### config.mk
export PLATFORM = sky130hd
export DESIGN_NAME = mem_arbiter_flat
export DESIGN_NICKNAME = d
export VERILOG_FILES = /design/src/rtl/mem_arbiter_if.sv /design/src/rtl/mem_arbiter.sv /design/src/flat_wrapper.sv
export SDC_FILE = /design/constraint.sdc
export NUM_CORES = 1
export LEC_CHECK = 0
export ABC_AREA = 0
export CORE_MARGIN = 2
export CORE_UTILIZATION = 40
export CTS_CLUSTER_DIAMETER = 200
export CTS_CLUSTER_SIZE = 28
export DETAILED_ROUTE_END_ITERATION = 12
export PLACE_DENSITY = 0.9
export SLEW_MARGIN = 10
export SYNTH_ARGS = -nofsm -noshare
export SYNTH_HDL_FRONTEND = slang
export SYNTH_SLANG_ARGS = --single-unit
export TNS_END_PERCENT = 100
### constraint.sdc
create_clock -name clk -period 3 [get_ports clk]
set_clock_uncertainty 0.1 [all_clocks]
set_input_delay 0.45 -clock clk [delete_from_list [all_inputs] [get_ports clk]]
set_output_delay 0.45 -clock clk [all_outputs]
set_load 0.01 [all_outputs]
### src/rtl/mem_arbiter_if.sv
// Two-requester memory arbiter bundle: CPU port (0), loader/DMA port (1) and the memory side.
// slave = arbiter view, master = environment (requesters + memory) view.
interface mem_arbiter_if #(
  parameter int ADDR_W = 16,
  parameter int DATA_W = 16
);
  logic              req0;
  logic              we0;
  logic [ADDR_W-1:0] addr0;
  logic [DATA_W-1:0] wdata0;
  logic              ack0;
  logic [DATA_W-1:0] rdata0;

  logic              req1;
  logic              we1;
  logic [ADDR_W-1:0] addr1;
  logic [DATA_W-1:0] wdata1;
  logic              ack1;
  logic [DATA_W-1:0] rdata1;

  logic [ADDR_W-1:0] memAddr;
  logic [DATA_W-1:0] memWData;
  logic              memWE;
  logic              memRE;
  logic [DATA_W-1:0] memRData;

  logic              cpuStall;

  // Handshake: a requester raises reqP with weP/addrP/wdataP and holds them until it
  // samples ackP=1; the arbiter latches them when it accepts, so later changes are ignored.
  modport slave (
    input  req0, we0, addr0, wdata0, req1, we1, addr1, wdata1, memRData,
    output ack0, rdata0, ack1, rdata1, memAddr, memWData, memWE, memRE, cpuStall
  );

  modport master (
    output req0, we0, addr0, wdata0, req1, we1, addr1, wdata1, memRData,
    input  ack0, rdata0, ack1, rdata1, memAddr, memWData, memWE, memRE, cpuStall
  );
endinterface

### src/rtl/mem_arbiter.sv
// Round-robin arbiter sharing one single-port memory between a CPU port and a loader port.
// Each access: IDLE (accept) -> ISSUE -> [RWAIT for reads] -> DONE (one-cycle ack).
module mem_arbiter #(
  parameter int ADDR_W = 16,
  parameter int DATA_W = 16
) (
  input  logic          clk,
  input  logic          reset,
  mem_arbiter_if.slave  bus,
  output logic [1:0]    o_dbg_state
);

  typedef enum logic [1:0] {
    S_IDLE  = 2'd0,
    S_ISSUE = 2'd1,
    S_RWAIT = 2'd2,
    S_DONE  = 2'd3
  } state_t;

  state_t            r_state;
  logic              r_last_gnt;
  logic              r_port;
  logic              r_we;
  logic [ADDR_W-1:0] r_addr;
  logic [DATA_W-1:0] r_wdata;
  logic [DATA_W-1:0] r_rdata0;
  logic [DATA_W-1:0] r_rdata1;
  logic              r_ack0;
  logic              r_ack1;
  logic              r_mem_we;
  logic              r_mem_re;

  logic              w_any_req;
  logic              w_winner;
  logic              w_sel_we;
  logic [ADDR_W-1:0] w_sel_addr;
  logic [DATA_W-1:0] w_sel_wdata;

  assign w_any_req   = bus.req0 | bus.req1;
  // On a tie the port that did not win last time gets the grant.
  assign w_winner    = (bus.req0 & bus.req1) ? ~r_last_gnt : bus.req1;
  assign w_sel_we    = w_winner ? bus.we1    : bus.we0;
  assign w_sel_addr  = w_winner ? bus.addr1  : bus.addr0;
  assign w_sel_wdata = w_winner ? bus.wdata1 : bus.wdata0;

  always_ff @(posedge clk or negedge reset) begin
    if (!reset) begin
      r_state    <= S_IDLE;
      r_last_gnt <= 1'b1;
      r_port     <= 1'b0;
      r_we       <= 1'b0;
      r_addr     <= '0;
      r_wdata    <= '0;
      r_rdata0   <= '0;
      r_rdata1   <= '0;
      r_ack0     <= 1'b0;
      r_ack1     <= 1'b0;
      r_mem_we   <= 1'b0;
      r_mem_re   <= 1'b0;
    end else begin
      r_ack0   <= 1'b0;
      r_ack1   <= 1'b0;
      r_mem_we <= 1'b0;
      r_mem_re <= 1'b0;
      case (r_state)
        S_IDLE: begin
          if (w_any_req) begin
            r_port     <= w_winner;
            r_last_gnt <= w_winner;
            r_we       <= w_sel_we;
            r_addr     <= w_sel_addr;
            r_wdata    <= w_sel_wdata;
            r_mem_we   <= w_sel_we;
            r_mem_re   <= ~w_sel_we;
            r_state    <= S_ISSUE;
          end
        end
        S_ISSUE: begin
          if (r_we) begin
            r_ack0  <= ~r_port;
            r_ack1  <= r_port;
            r_state <= S_DONE;
          end else begin
            r_state <= S_RWAIT;
          end
        end
        S_RWAIT: begin
          if (r_port) r_rdata1 <= bus.memRData;
          else        r_rdata0 <= bus.memRData;
          r_ack0  <= ~r_port;
          r_ack1  <= r_port;
          r_state <= S_DONE;
        end
        S_DONE: begin
          r_state <= S_IDLE;
        end
        default: r_state <= S_IDLE;
      endcase
    end
  end

  assign bus.ack0     = r_ack0;
  assign bus.ack1     = r_ack1;
  assign bus.rdata0   = r_rdata0;
  assign bus.rdata1   = r_rdata1;
  assign bus.memAddr  = r_addr;
  assign bus.memWData = r_wdata;
  assign bus.memWE    = r_mem_we;
  assign bus.memRE    = r_mem_re;
  assign bus.cpuStall = bus.req0 & ~r_ack0;
  assign o_dbg_state  = r_state;

endmodule

### src/flat_wrapper.sv
// flat-port wrapper written by rule: the top's interface ports become plain ports
module mem_arbiter_flat 
#(
  parameter int ADDR_W = 16,
  parameter int DATA_W = 16
)
  (clk, reset, o_dbg_state, bus_req0, bus_we0, bus_addr0, bus_wdata0, bus_req1, bus_we1, bus_addr1, bus_wdata1, bus_memRData, bus_ack0, bus_rdata0, bus_ack1, bus_rdata1, bus_memAddr, bus_memWData, bus_memWE, bus_memRE, bus_cpuStall);
  mem_arbiter_if #(.ADDR_W(ADDR_W), .DATA_W(DATA_W)) bus_i ();
  input  logic clk;
  input  logic reset;
  output logic [1:0] o_dbg_state;
  input wire logic [$bits(bus_i.req0)-1:0] bus_req0;
  input wire logic [$bits(bus_i.we0)-1:0] bus_we0;
  input wire logic [$bits(bus_i.addr0)-1:0] bus_addr0;
  input wire logic [$bits(bus_i.wdata0)-1:0] bus_wdata0;
  input wire logic [$bits(bus_i.req1)-1:0] bus_req1;
  input wire logic [$bits(bus_i.we1)-1:0] bus_we1;
  input wire logic [$bits(bus_i.addr1)-1:0] bus_addr1;
  input wire logic [$bits(bus_i.wdata1)-1:0] bus_wdata1;
  input wire logic [$bits(bus_i.memRData)-1:0] bus_memRData;
  output wire logic [$bits(bus_i.ack0)-1:0] bus_ack0;
  output wire logic [$bits(bus_i.rdata0)-1:0] bus_rdata0;
  output wire logic [$bits(bus_i.ack1)-1:0] bus_ack1;
  output wire logic [$bits(bus_i.rdata1)-1:0] bus_rdata1;
  output wire logic [$bits(bus_i.memAddr)-1:0] bus_memAddr;
  output wire logic [$bits(bus_i.memWData)-1:0] bus_memWData;
  output wire logic [$bits(bus_i.memWE)-1:0] bus_memWE;
  output wire logic [$bits(bus_i.memRE)-1:0] bus_memRE;
  output wire logic [$bits(bus_i.cpuStall)-1:0] bus_cpuStall;
  assign bus_i.req0 = bus_req0;
  assign bus_i.we0 = bus_we0;
  assign bus_i.addr0 = bus_addr0;
  assign bus_i.wdata0 = bus_wdata0;
  assign bus_i.req1 = bus_req1;
  assign bus_i.we1 = bus_we1;
  assign bus_i.addr1 = bus_addr1;
  assign bus_i.wdata1 = bus_wdata1;
  assign bus_i.memRData = bus_memRData;
  assign bus_ack0 = bus_i.ack0;
  assign bus_rdata0 = bus_i.rdata0;
  assign bus_ack1 = bus_i.ack1;
  assign bus_rdata1 = bus_i.rdata1;
  assign bus_memAddr = bus_i.memAddr;
  assign bus_memWData = bus_i.memWData;
  assign bus_memWE = bus_i.memWE;
  assign bus_memRE = bus_i.memRE;
  assign bus_cpuStall = bus_i.cpuStall;
  mem_arbiter #(.ADDR_W(ADDR_W), .DATA_W(DATA_W)) u_core (.clk(clk), .reset(reset), .bus(bus_i), .o_dbg_state(o_dbg_state));
endmodule
Word-level counts from Yosys, hierarchy flattened:

Index checks and enable logic that the tools add are counted.

* reductions and logical operators: 4
* shifts and indexed selects: 0
* add/subtract/negate cells: 0
* divide/modulo/power cells: 0
* multiplexer cells: 15
* eq/ne operators: 4
* order comparisons: 0
* bitwise logic cells: 7
* $mul: 0

Operators with widths (number)
* $mux W16: 2
* $mux W1: 9
* $pmux W2 S4: 1
* $reduce_and A2 Y1: 3
* $eq A2 B2 Y1 const B: 2
* $not A1 Y1: 4
* $pmux W1 S2: 2
* $and A1 B1 Y1: 2
* $eq A2 B1 Y1 const B: 1
* $logic_not A2 Y1: 1
* $mux W2: 1
* $ne A2 B1 Y1 const B: 1
* $or A1 B1 Y1: 1

* memories kept: 0
* bits of input ports: 86
* latch bits: 0
* ROM bits: 0
* register bits: 73
* logic and storage cells: 42
* memory bits (writable): 0
* output and inout bits: 71

Longest topological paths before layout:

Gate-level depths: netlist (run 1).

* word-level depth: 6
* depth in mapped cells: 7
* mapped depth without buffers: 5

Least setup slack after synthesis (run 1):

Ideal clock, no wire load.

* path kind: reg-to-reg
* start point: register u_core.r_state[0], in the netlist u_core.o_dbg_state[0]
* end point: register u_core.r_rdata1[10], in the netlist u_core.bus.rdata1[10]
* path slack: 1.309 ns
* clock period less this slack: 1.691 ns
* arrival: 1.466 ns
* path buffers: 1
* stages on the path, launching flop included: 6
* cell sequence: dfrtp_1 > inv_1 > ha_1 > nand2_1 > buf_2 > mux2_2

* word-level cells in the longest chain between the ends: 2

Ends and longest elaborated chain
* start: declaration: line mem_arbiter.sv:20 `state_t r_state;`
* start signal: assignment: line mem_arbiter.sv:48 `r_state <= S_IDLE;`
* start signal: assignment: line mem_arbiter.sv:75 `r_state <= S_ISSUE;`
* start signal: assignment: line mem_arbiter.sv:82 `r_state <= S_DONE;`
* $eq A2 B2 Y1: line mem_arbiter.sv:65 `case (r_state)`
* $reduce_and A2 Y1 (no line)
* end signal: assignment: line mem_arbiter.sv:88 `if (r_port) r_rdata1 <= bus.memRData;`
* end: declaration: line mem_arbiter.sv:27 `logic [DATA_W-1:0] r_rdata1;`

Every way passes these cells.
A chain may end at the register's enable or synchronous reset.

Final worst setup path (run 1):

* start point: input port bus_req0
* end point: output port bus_cpuStall

* word-level cells in the longest chain between the ends: 1

Ends and longest elaborated chain
* start: declaration: line flat_wrapper.sv:12 `input wire logic [$bits(bus_i.req0)-1:0] bus_req0;`
* $and A1 B1 Y1: line mem_arbiter.sv:110 `assign bus.cpuStall = bus.req0 & ~r_ack0;`
* end: declaration: line flat_wrapper.sv:29 `output wire logic [$bits(bus_i.cpuStall)-1:0] bus_cpuStall;`

Every way passes these cells.

==> impl_metrics.py, run 1 <==
metrics = {
    "synth": {
        "synth_top_area_share_pct": 59.5,
        "synthTopCellsByArea": "dfrtp_1 60%, mux2_2 12%, a21oi_1 11%, nand2_1 4.5%, nor2_1 4.5%",
        "ys_ff_latch": 73,
        "seq_area_frac_synth_pct": 60.4,
        "synth_area_um2": 3030,
        "synth-edff-count": 0,
        "ys_top_cells_by_count": "72 x dfrtp_1, 66 x a21oi_1, 36 x nand2_1, 36 x nor2_1, 32 x mux2_2",
        "synth_area_leader_cell": "dfrtp_1",
        "postSynthCellCount": 281,
        "synth_cell_types": 20,
        "synth.most_common_cell": "dfrtp_1",
        "syn_avg_cell_area_um2": 10.8,
        "syn_nets": 370,
        "async_flop_share_pct": 100,
        "synth_warnings": 0,
        "ys.flop_type": "dfrtp_1",
    },
    "final_layout": {
        "final_core_util_pct": 66.8,
        "multiInputGateArea_um2": 1110,
        "synthToLayoutAreaGrowth_pct": 60.9,
        "instances_no_fill": 540,
        "n_antenna_cell": 0,
        "nNetsFinal": 525,
        "drive_gt1_share_pct": 12.7,
        "regArea_um2": 1830,
        "nFillCells": 606,
    },
    "power": {
        "vdd_drop_max_uv": 692,
        "internal-power_mw": 3.26,
        "p_clk_share_pct": 15.2,
        "p_comb_share_pct": 49.5,
        "power_switching_mw": 1.71,
        "seqPwrFrac_pct": 35.2,
        "sw_frac_of_total_pct": 34.3,
        "p_leak_nw": 2.05,
        "p_per_area_nw_per_um2": 1020,
    },
    "clocking": {
        "clk_pin_slew_ps": 80,
        "post_cts_resize_count": 0,
        "cts_tree": "done",
        "cts_setup_buffers": 0,
        "cts_root_buffer": "clkbuf_8",
        "clk_path_buf_depth": 2,
        "holdBufCountCts": 0,
        "cts_buffers": 9,
        "htreeDepth": 3,
        "cts.sinks": 73,
        "clkLatencyLatePin_ps": 330,
    },
    "timing": {
        "worstMarginPinSlew_ps": 924,
        "period_share_pct": 77.5,
        "grt_setup_unrepaired": "no",
        "max_freq_ghz": 0.430,
        "tns_ps": 0,
        "slew_headroom_pct": 38.4,
        "hold_viol": 0,
        "period_minus_slack_ps": 2330,
        "setup_viol": 0,
        "final.setup.worst_slack_ps": 674,
        "slew_viol_final": 0,
    },
    "routing": {
        "via_per_inst": 4.99,
        "first_iter_violations": 114,
        "drtAntennaViolNets": 0,
        "wl_per_cell_um": 16.0,
        "drc": 0,
        "drtPass1Iterations": 4,
        "num_vias": 2692,
        "wirelength_um": 8650,
    },
    "placement": {
        "finalWeightedCongestion": 0.775,
        "post-place-ws_ps": 681,
        "dp.cells": 524,
        "hpwl_um": 6100,
        "io_buffers": 156,
    },
    "global_route": {
        "grt_pass1_wl_um": 14000,
        "grt_pass1_vias": 2824,
        "grt_max_degree": 74,
        "antenna_found_initial": 0,
        "grt_use_total_pct": 21.1,
        "overflow": 0,
    },
    "setup_path": {
        "slowest_delay_ps": 610,
        "crit_path_cell_trace": "clkdlybuf4s50_1, nor2b_1, clkdlybuf4s50_1",
        "cp_max_fo": 7,
        "worstPathRequired_ps": 2450,
        "worst_path_max_delay_cell": "clkdlybuf4s50_1",
        "critPathArrivalTime_ps": 1780,
        "crit_type": "in2out",
        "crit_path_end_kind": "output port",
        "cp-start-kind": "primary input",
        "crit_top_cell": "clkdlybuf4s50_1",
    },
    "min_path": {
        "hp-class": "in2async",
    },
    "die": {
        "core_area_um2": 7290,
        "initial_core_util_pct": 41.5,
        "fp-row-count": 31,
        "ios": 157,
        "dieArea_um2": 8280,
        "die_w_um": 91.0,
        "die_h_um": 91.0,
    },
    "status": {
        "outcome": "finished, final reports clean",
    },
    "run": {
        "maxCapViolCount": 0,
    },
}
[final cells by class]
cell class | count | share of cell area [%]
flip-flops and latches | 73 | 37.5
repair buffers | 160 | 32.9
multi-input cells | 189 | 22.8
clock buffers | 10 | 2.62
well taps | 99 | 2.54
clock inverters | 6 | 1.41
inverters | 3 | 0.231
[layout by cell type (no fill, tap or decap)]
master,n
a21boi_2,1
clkinvlp_4,4
ha_1,3
nor2_1,36
or3b_2,1
buf_4,4
clkinv_4,1
inv_1,3
nand2_1,36
a21oi_1,66
dfrtp_1,72
dfstp_2,1
clkbuf_8,9
mux2_2,32
o21ai_2,1
o21a_1,1
o21ai_0,6
a21bo_1,1
clkbuf_1,1
nor2b_1,1
bufinv_16,1
mux2i_1,1
a31oi_1,1
buf_12,1
and2_1,2
clkdlybuf4s50_1,155
[logic make-up after synthesis]
family | share of synthesized area [%]
AO/OA/AOI/OAI | 13.2
adder cells (fa/ha/maj) | 1.24
buffers and inverters | 3.10
flip-flops | 60.4
multiplexers | 12.2
AND/OR/NAND/NOR | 9.83
[state kept, by name (all words and copies together), names as in the netlist]
| register | count |
|---|---|
| u_core.bus.ack1 | 1 |
| u_core.bus.memWData | 16 |
| u_core.r_port | 1 |
| u_core.r_we | 1 |
| u_core.bus.memWE | 1 |
| u_core.r_last_gnt | 1 |
| u_core.bus.ack0 | 1 |
| u_core.bus.rdata0 | 16 |
| u_core.bus.memRE | 1 |
| u_core.o_dbg_state | 2 |
| u_core.bus.memAddr | 16 |
| u_core.bus.rdata1 | 16 |
[power groups by stage]
stage	Clock (mW)	Sequential (mW)	Combinational, mW
after detailed placement	0	1.77	2.48
after global placement	0	1.73	2.41
after floorplan	0	1.97	0.928
final	0.757	1.75	2.46
after global routing	0.836	1.81	2.66
after CTS	0.780	1.75	2.50
[routing by layer]
| layer | vias up | global-route usage [%] | wire length (um) | part of all wire (%) |
|---|---|---|---|---|
| met1 | 1324 | 25.0 | 3480 | 40 |
| met4 | 0 | 6.31 | 126 | 1.5 |
| met2 | 97 | 37.3 | 4610 | 53 |
| met5 | - | 0 | 0 | 0 |
| li1 | 1261 | - | - | - |
| met3 | 10 | 6.06 | 430 | 5.0 |
[per-stage QoR]
stage,hold slack (ps),total power [mW],area [um2]
finish,148,4.97,4870
global route,204,5.30,4870
CTS,173,5.03,4870
detailed placement,370,4.25,4670
global placement,338,4.14,4670
floorplan,54.4,2.90,3030
[path summary, 6_finish.rpt]
check / startpoint / to / slack (ps) / cells after the start
max: bus_req0 / bus_cpuStall / 670 / 3
min: reset / u_core.bus.memAddr[9]$_DFFE_PN0P_ / 150 / 1
max reg2reg: u_core.o_dbg_state[0]$_DFFE_PN0P_ / u_core.bus.rdata1[11]$_DFFE_PN0P_ / 1100 / 4
min reg2reg: u_core.r_port$_DFFE_PN0P_ / u_core.bus.ack0$_DFF_PN0_ / 370 / 1
max in group asynchronous: reset / u_core.bus.memWData[1]$_DFFE_PN0P_ / 2040 / 1
min in group clk: u_core.r_port$_DFFE_PN0P_ / u_core.bus.ack0$_DFF_PN0_ / 370 / 1
[worst max-delay path: cells and delay by family]
family	cells	cell delay [ps]
buf+inv	2	1160
simple gates	1	170
Note: power is estimated with default switching activity, not from simulation.
==> run 2, diff against run 1 <==
==> constraint.sdc (replaced) <==
create_clock -name clk -period 2.2 [get_ports clk]
set_clock_uncertainty 0.1 [all_clocks]
set_input_delay 0.33 -clock clk [delete_from_list [all_inputs] [get_ports clk]]
set_output_delay 0.33 -clock clk [all_outputs]
set_load 0.01 [all_outputs]
==> impl_metrics.py, run 2 (same netlist as run 1, synthesis figures left out) <==
metrics = {
    "status": {
        "outcome": "finished, final reports clean",
    },
    "final_layout": {
        "nFillCells": 591,
        "synthToLayoutAreaGrowth_pct": 64.0,
        "mostFrequentLayoutCell": "clkdlybuf4s50_1",
        "drive_gt1_share_pct": 14.1,
        "most-common-layout-cells": "155 x clkdlybuf4s50_1, 72 x dfrtp_1, 66 x a21oi_1",
        "multiInputGateArea_um2": 1110,
        "nNetsFinal": 533,
        "regArea_um2": 1830,
        "n_antenna_cell": 0,
        "final_core_util_pct": 68.1,
    },
    "global_route": {
        "antenna_found_initial": 0,
        "grt_pass1_vias": 2896,
        "grt_pass1_wl_um": 14100,
        "overflow": 0,
        "grt_use_total_pct": 21.5,
        "grt_max_degree": 39,
    },
    "timing": {
        "tns_ps": 0,
        "max_freq_ghz": 0.513,
        "hold_viol": 0,
        "worstMarginPinSlew_ps": 480,
        "period_minus_slack_ps": 1950,
        "slew_viol_final": 0,
        "setup_viol": 0,
        "grt_setup_unrepaired": "no",
        "slew_headroom_pct": 68.0,
        "period_share_pct": 88.7,
        "whs_ps": 375,
    },
    "setup_path": {
        "critPathArrivalTime_ps": 1520,
        "r2r_slack_ps": 430,
        "worstPathRequired_ps": 1770,
        "timing.rr.end": "u_core.bus.memWData[3]$_DFFE_PN0P_",
        "cp_max_fo": 2,
        "rr_startpoint": "u_core.o_dbg_state[0]$_DFFE_PN0P_",
        "cp-start-kind": "primary input",
        "rr_worst_depth": 6,
        "crit_type": "in2out",
        "crit_path_end_kind": "output port",
        "endpoint": "bus_cpuStall",
        "worstSetupStartpoint": "bus_req0",
    },
    "power": {
        "p_leak_nw": 2.12,
        "power_mw": 6.94,
        "vdd_drop_max_uv": 784,
        "p_per_area_nw_per_um2": 1400,
    },
    "die": {
        "die_h_um": 91.0,
        "dieArea_um2": 8280,
        "ios": 157,
        "fp-row-count": 31,
        "initial_core_util_pct": 41.5,
        "core_area_um2": 7290,
        "die_w_um": 91.0,
    },
    "clocking": {
        "cts_buffers": 9,
        "clkLatencyLatePin_ps": 330,
        "clk_path_buf_depth": 2,
        "cts_setup_buffers": 0,
        "post_cts_resize_count": 0,
        "cts_root_buffer": "clkbuf_8",
        "holdBufCountCts": 1,
        "cts.sinks": 73,
        "clk_pin_slew_ps": 70,
        "cts_tree": "done",
        "htreeDepth": 3,
    },
    "routing": {
        "num_vias": 2745,
        "first_iter_violations": 109,
        "drtAntennaViolNets": 0,
        "drtPass1Iterations": 4,
        "wirelength_um": 8830,
        "drc": 0,
        "via_per_inst": 5.02,
        "wl_per_cell_um": 16.1,
    },
    "min_path": {
        "hp-class": "reg2reg",
    },
    "placement": {
        "finalWeightedCongestion": 0.777,
        "io_buffers": 156,
        "hpwl_um": 6590,
    },
    "run": {
        "maxCapViolCount": 0,
    },
}
[run 2: worst max-delay path, cell delays in order]
cell and delay, ps:
clkdlybuf4s50_1 490, nor2b_1 150, clkdlybuf4s50_1 550
[run 2: worst min path at each step]
stage / cells past startpoint / endpoint / from / slack [ps]
final: 1 / u_core.bus.ack0$_DFF_PN0_ / u_core.r_port$_DFFE_PN0P_ / 370
after global routing: 1 / u_core.bus.ack0$_DFF_PN0_ / u_core.r_port$_DFFE_PN0P_ / 420
after CTS: 1 / u_core.bus.ack0$_DFF_PN0_ / u_core.r_port$_DFFE_PN0P_ / 380
after detailed placement: 1 / u_core.bus.memAddr[9]$_DFFE_PN0P_ / reset / 220
after global placement: 1 / u_core.bus.memAddr[7]$_DFFE_PN0P_ / reset / 210
after floorplan: 0 / u_core.bus.ack0$_DFF_PN0_ / reset / -70
[run 2: cell type report]
class	count	area share, %
flip-flops and latches	73	36.8
inverters	3	0.227
repair buffers	168	33.8
multi-input cells	189	22.3
clock buffers	10	2.77
well taps	99	2.49
clock inverters	5	1.59
[run 2: report_power, final]
group          switching, mW  total (mW)  leakage [nW]  internal (mW)
Combinational           1.47        3.40          1.16           1.93
Sequential             0.361        2.39         0.841           2.03
Clock                  0.481        1.15         0.113          0.664
Total                   2.31        6.94          2.12           4.62
[run 2: per-stage QoR]
stage          cell area (um2)  cells  setup WS, ps
2_1_floorplan             3030    281           509
3_3_place_gp              4740    531           298
3_5_place_dp              4740    531           230
4_1_cts                   4970    547           236
5_1_grt                   4970    547           209
6_report                  4970    547           249
[run 2: layer usage]
| layer | part of all wire, % | track usage [%] | up-vias |
|---|---|---|---|
| met2 | 53 | 39.4 | 97 |
| met3 | 5.1 | 5.23 | 22 |
| met5 | 0 | 0 | - |
| met1 | 40 | 24.5 | 1348 |
| met4 | 2.4 | 6.82 | 0 |
| li1 | - | - | 1278 |
